## src/rtl/pipo_lsr_rx.sv

```systemverilog
// pipo_lsr_rx: MSB-first serial-to-parallel receiver with a double-buffered
// Valid/Ready output and sticky overrun / frame-error flags.
module pipo_lsr_rx #(
    parameter int unsigned BITS = 4
) (
    input  logic            CLK,
    input  logic            RST_N,
    input  logic            Shift,
    input  logic            Start,
    input  logic            In,
    input  logic            Ready,
    input  logic            Clear,
    output logic [BITS-1:0] out,
    output logic            Valid,
    output logic            Busy,
    output logic            Overrun,
    output logic            FrameErr
);

    localparam int unsigned CW = $clog2(BITS + 1);
    localparam logic [CW-1:0] LAST = CW'(BITS - 1);
    localparam logic [CW-1:0] ONE  = CW'(1);

    typedef enum logic {StIdle, StShift} state_t;

    state_t          state;
    logic [BITS-1:0] sr;
    logic [CW-1:0]   cnt;

    logic [BITS-1:0] word;
    logic            complete;
    logic            abort;
    logic            ovr_set;

    // Word as it would stand after shifting in the current bit.
    assign word     = {sr[BITS-2:0], In};
    assign complete = (state == StShift) && Shift && !Start && (cnt == LAST);
    assign abort    = (state == StShift) && Shift && Start;
    // A finished word with the buffer still full and not being consumed is lost.
    assign ovr_set  = complete && Valid && !Ready;
    assign Busy     = (state == StShift);

    // Receive FSM: shift register, bit counter and frame state.
    always_ff @(posedge CLK or negedge RST_N) begin
        if (!RST_N) begin
            state <= StIdle;
            sr    <= '0;
            cnt   <= '0;
        end else begin
            unique case (state)
                StIdle: begin
                    if (Shift && Start) begin
                        sr    <= word;
                        cnt   <= ONE;
                        state <= StShift;
                    end
                end
                StShift: begin
                    if (Shift) begin
                        sr <= word;
                        if (Start) begin
                            // Abandon the partial word; this bit starts a new one.
                            cnt <= ONE;
                        end else if (cnt == LAST) begin
                            cnt   <= '0;
                            state <= StIdle;
                        end else begin
                            cnt <= cnt + ONE;
                        end
                    end
                end
                default: state <= StIdle;
            endcase
        end
    end

    // Output buffer: load on completion unless an unconsumed word is held.
    always_ff @(posedge CLK or negedge RST_N) begin
        if (!RST_N) begin
            out   <= '0;
            Valid <= 1'b0;
        end else if (complete) begin
            if (!Valid || Ready) begin
                out <= word;
            end
            Valid <= 1'b1;
        end else if (Valid && Ready) begin
            Valid <= 1'b0;
        end
    end

    // Sticky error flags; a set event beats a simultaneous Clear.
    always_ff @(posedge CLK or negedge RST_N) begin
        if (!RST_N) begin
            Overrun  <= 1'b0;
            FrameErr <= 1'b0;
        end else begin
            Overrun  <= ovr_set | (Overrun & ~Clear);
            FrameErr <= abort | (FrameErr & ~Clear);
        end
    end

endmodule

```

## config.mk

```make
export PLATFORM = sky130hd
export DESIGN_NAME = pipo_lsr_rx
export DESIGN_NICKNAME = d
export VERILOG_FILES = /design/src/rtl/pipo_lsr_rx.sv
export SDC_FILE = /design/constraint.sdc
export NUM_CORES = 1
export LEC_CHECK = 0
export CAP_MARGIN = 0
export CORE_MARGIN = 2
export CORE_UTILIZATION = 45
export DETAILED_ROUTE_END_ITERATION = 12
export PLACE_DENSITY = 0.8
export SETUP_SLACK_MARGIN = 0.5
export SYNTH_ARGS = -nofsm -noshare
export SYNTH_HDL_FRONTEND = slang
export SYNTH_SLANG_ARGS = --single-unit
```

## constraint.sdc

```tcl
create_clock -name CLK -period 1.8 [get_ports CLK]
set_clock_uncertainty 0.2 [all_clocks]
set_input_delay 0.36 -clock CLK [delete_from_list [all_inputs] [get_ports CLK]]
set_output_delay 0.36 -clock CLK [all_outputs]
set_load 0.01 [all_outputs]
```

== After elaboration in Yosys (flattened, before gate mapping) ==
Cells that the tools add are included.

* Bits in registers: 14
* Bits in latches: 0
* Memory bits (writable): 0
* Memory bits (read-only): 0
* Output and inout bits: 8
* Logic and storage cells: 47
* Memories kept: 0

* Add/subtract/negate cells: 1
* Multiply operators: 0
* Divide/modulo/power cells: 0
* $lt $le $gt $ge: 0
* Equal/unequal tests: 3
* Shift-type cells: 0
* Multiplexer cells: 15
* Bitwise gates (word level): 6
* Reduce and logical (&&, ||, !) cells: 15

{| class="wikitable"
|+ Operators by type and width
! cell !! count
|-
| $mux W3 || 6
|-
| $pmux W3 S2 || 2
|-
| $logic_and A1 B1 Y1 || 8
|-
| $mux W1 || 6
|-
| $ne A2 B2 Y1 const B || 2
|-
| $reduce_and A2 Y1 || 2
|-
| $add A3 B1 Y3 const B || 1
|-
| $eq A3 B2 Y1 const B || 1
|-
| $logic_not A1 Y1 || 3
|-
| $and A1 B1 Y1 || 2
|-
| $not A1 Y1 || 2
|-
| $or A1 B1 Y1 || 2
|-
| $pmux W1 S2 || 1
|-
| $reduce_bool A2 Y1 || 1
|-
| $logic_or A1 B1 Y1 || 1
|}

== Longest topological paths before layout ==
* Word-level depth: 6
* Depth in mapped cells: 4
* Depth with buffers taken out: 4

== Worst setup path after synthesis ==
OpenSTA, ideal clock, no wires.

* Kind: reg-to-reg
* Start: register state, in the netlist Busy
* End: register out[0]
* Data arrival time: 1363 ps
* Required time: 1475 ps
* Path slack: 112 ps
* Stages on the path, launching flop included: 5
* Path through: dfrtp_1 clkbuf_2 nand2_1 nor4b_4 mux2_2

* Word-level cells in the longest chain between the ends: 4

{| class="wikitable"
|+ Ends and longest elaborated chain
! element !! line !! source
|-
| start, declared || 26 || <nowiki>state_t state;</nowiki>
|-
| start signal, assigned || 46 || <nowiki>state <= StIdle;</nowiki>
|-
| start signal, assigned || 55 || <nowiki>state <= StShift;</nowiki>
|-
| start signal, assigned || 66 || <nowiki>state <= StIdle;</nowiki>
|-
| $logic_and A1 B1 Y1 (3 in a row) || 37 || <nowiki>assign complete = (state == StShift) && Shift && !Start && (cnt == LAST);</nowiki>
|-
| $reduce_and A2 Y1 (no source line) || - ||
|-
| end signal, assigned || 84 || <nowiki>out <= word;</nowiki>
|-
| end, declared || 13 || <nowiki>output logic [BITS-1:0] out,</nowiki>
|}

No other way between the ends.
A chain may end at the register's enable or synchronous reset.

== Final worst setup path ==
* Start: register cnt[0]
* End: register out[1]

* Word-level cells in the longest chain between the ends: 3

{| class="wikitable"
|+ Ends and longest elaborated chain
! element !! line !! source
|-
| start, declared || 28 || <nowiki>logic [CW-1:0] cnt;</nowiki>
|-
| start signal, assigned || 68 || <nowiki>cnt <= cnt + ONE;</nowiki>
|-
| $eq A3 B2 Y1 || 37 ||
|-
| $logic_and A1 B1 Y1 || 37 ||
|-
| $reduce_and A2 Y1 (no source line) || - ||
|}

No other way between the ends.

==> results by group <==
Clock network
  • Num CTS Buffers: 3
  • H-tree depth: 1
  • Clock sinks: 14
  • CTS root buffer: clkbuf_4
  • TritonCTS clock tree: yes
  • Clk Latency, worst-skew pair: 280 ps
  • Clk pin slew, worst setup/hold paths: 90 ps
  • CTS max path bufs: 2

Logic synthesis
  • Synth top area share: 0.5907
  • Commonest cells in the netlist: 14 x dfrtp_1, 7 x mux2_2, 4 x inv_1
  • Dominant cells by area after synthesis: dfrtp_1 59%, mux2_2 13%, nor4b_4 4.0%, a22o_1 3.0%, inv_1 2.5%
  • Synthesized area: 593.1 µm²
  • Cells after Synth: 45
  • Yosys reg bits: 14
  • Most common cell in the netlist: dfrtp_1
  • Sequential-to-total area share from yosys stat: 0.5907
  • Net count after synthesis: 53
  • Area leader, netlist: dfrtp_1
  • Yosys warns: 0
  • EDFF count, synth: 0
  • Average instance area after synthesis: 13.18 µm²
  • Count of cell types in the netlist: 17
  • Most common flop cell mapped by yosys: dfrtp_1
  • Post-synth ARST share: 1.000

Critical path
  • Buffers and inverters on the worst path: 1
  • Slowest-stage cell, CP: dfrtp_1
  • Crit end category: flip-flop
  • Crit path arrival time: 1640 ps
  • CP cell instances: ha_4, nand2b_4, nor4b_4, buf_4, mux2_4
  • CP max stage delay: 400 ps
  • WP data required: 1780 ps
  • Largest delay share family, worst path: flip-flops
  • Max FO, Critical Path: 4
  • CP Launch Type: flip-flop
  • Kind of critical path: reg2reg

Finish
  • Area Growth Syn to Fin: 69.83%
  • Multi-input logic area: 299.0 µm²
  • FF+latch area: 351.6 µm²
  • Number of fill cells in the layout: 84
  • Final instance area: 1007 µm²
  • Layout Utilization: 0.7939
  • Inserted Diodes: 0
  • # nets final: 92
  • Layout cells sized above 1: 0.6145

Pwr
  • Seq pwr share: 0.386
  • Worst VDD drop: 660.2 µV
  • P per Cell Area: 1155 nW/µm²
  • Logic pwr share: 0.418
  • Psw: 344.5 µW
  • Sw frac: 0.2960
  • Clock network fraction of design power: 0.196
  • Pleak: 0.4945 nW
  • Cell-internal power: 819.2 µW

STA
  • Final setup viols: 0
  • Fmax: 601.9 MHz
  • Final worst-path cycle share: 0.9229
  • Max-slew violations: 0
  • Slew @ Worst Pin: 329.8 ps
  • Slew headroom: 0.7787
  • Final hold violations: 0
  • Min cycle time layout: 1661 ps
  • Unrepaired setup endpoints after global routing: yes

Status
  • Outcome: completed

Global route
  • Largest net degree at the start of global routing: 15
  • Vias in the first global route: 491
  • GRT Total Usage: 0.2170
  • First-pass GRT wire length: 2159 µm
  • Remaining global-route overflow: 0
  • Initial antenna violation count: 0

Routing
  • DR vias: 503
  • Average wire per cell in the routed design: 17.31 µm
  • DRT Wirelength: 1696 µm
  • Starting DRT DRC Count: 9
  • Drt via density: 5.133
  • Drt pass-1 iters: 4
  • Antenna viol nets, final: 0
  • # DRC: 0

Floorplan
  • Starting density of the core: 0.4675
  • Core ar.: 1269 µm²
  • Die ar.: 1624 µm²
  • # IOs: 15
  • Row count: 13
  • Die width: 40.31 µm
  • Die Height: 40.31 µm

Placed design
  • RD Place Congestion: 0.7092
  • Placed Instance Area: 822.0 µm²
  • DP Wirelength: 919.5 µm
  • Number of port buffers: 14

Flow run
  • Total of max-cap violations: 0

Hold path
  • Hold crit path type: in2async
==> logic make-up (layout without fill, tap and decap cells) <==
group           Yosys count  in the layout  synth area share
mux                       7              7            0.1329
buf+inv                   5             43           0.03374
flops                    14             14            0.5907
compound gates           10             10            0.1203
simple gates              8              8            0.1013
fa+ha+maj                 1              1           0.02109
==> layer usage <==
layer,GRT usage,part of all wire,up-vias
met5,0,0,-
met3,0.02222,0.022,4
met2,0.3911,0.54,13
li1,-,-,236
met4,0.1583,0.015,0
met1,0.2316,0.42,250
==> state kept, by name, indices dropped and copies added (netlist names) <==
name / flops
out: 4
cnt: 3
sr: 3
Busy: 1
FrameErr: 1
Overrun: 1
Valid: 1
==> power groups by stage <==
| stage | combinational [mW] | clock [mW] | sequential (mW) |
|---|---|---|---|
| finish | 0.486 | 0.228 | 0.449 |
| detailed placement | 0.337 | 0 | 0.458 |
| CTS | 0.419 | 0.233 | 0.439 |
| floorplan | 0.161 | 0 | 0.464 |
| global route | 0.521 | 0.256 | 0.457 |
| global placement | 0.324 | 0 | 0.454 |
==> layout by cell type (no fill, tap or decap), types with 2 or more instances in the layout <==
cell / count
buf_4: 16
mux2_2: 3
o22ai_2: 2
inv_1: 4
dfrtp_1: 13
buf_2: 5
clkdlybuf4s50_1: 4
clkbuf_4: 3
buf_6: 7
dlygate4sd2_1: 2
a22o_1: 2
mux2_4: 4
==> path summary, 6_finish.rpt <==
| kind | cells past startpoint | from | end | slack, ps |
|---|---|---|---|---|
| max in group asynchronous | 2 | RST_N | Busy | 1030 |
| hold reg to reg | 2 | FrameErr | FrameErr | 350 |
| setup reg to reg | 5 | cnt[0] | out[1] | 140 |
| setup / recovery | 5 | cnt[0] | out[1] | 140 |
| hold / removal | 2 | RST_N | cnt[2] | 180 |
| min in group CLK | 2 | FrameErr | FrameErr | 350 |
==> final cells by class <==
type,instances,area share
clock buffer,4,0.03602
inverter,4,0.01491
multi-input combinational,26,0.2969
sequential,14,0.3491
tap,15,0.01863
timing repair buffer,35,0.2845
==> metrics by stage <==
stage	cells	setup TNS (ps)	total power, mW	worst slack, ps	hold WS [ps]
6_report	98	0	1.164	138.7	179.6
5_1_grt	98	0	1.234	87.61	195.1
3_3_place_gp	80	-1655	0.7782	-215.7	287.1
3_5_place_dp	80	-1838	0.7951	-224.6	290.7
4_1_cts	93	0	1.090	181.4	185.7
2_1_floorplan	45	0	0.6245	132.7	-135.6
==> worst register-to-register path, stage by stage, from the launching register on <==
cell and delay (ps):
dfrtp_1 400, ha_4 170, nand2b_4 70, nor4b_4 210
buf_4 190, mux2_4 310
==> timing repair <==
action	CTS	global route
endpoints found under the setup margin	21	21
pin swaps	3	5
gates resized for setup	45	7
hold buffers	0	0
buffers inserted	9	5
cloned	0	0
(Power assumes the default switching activity.)
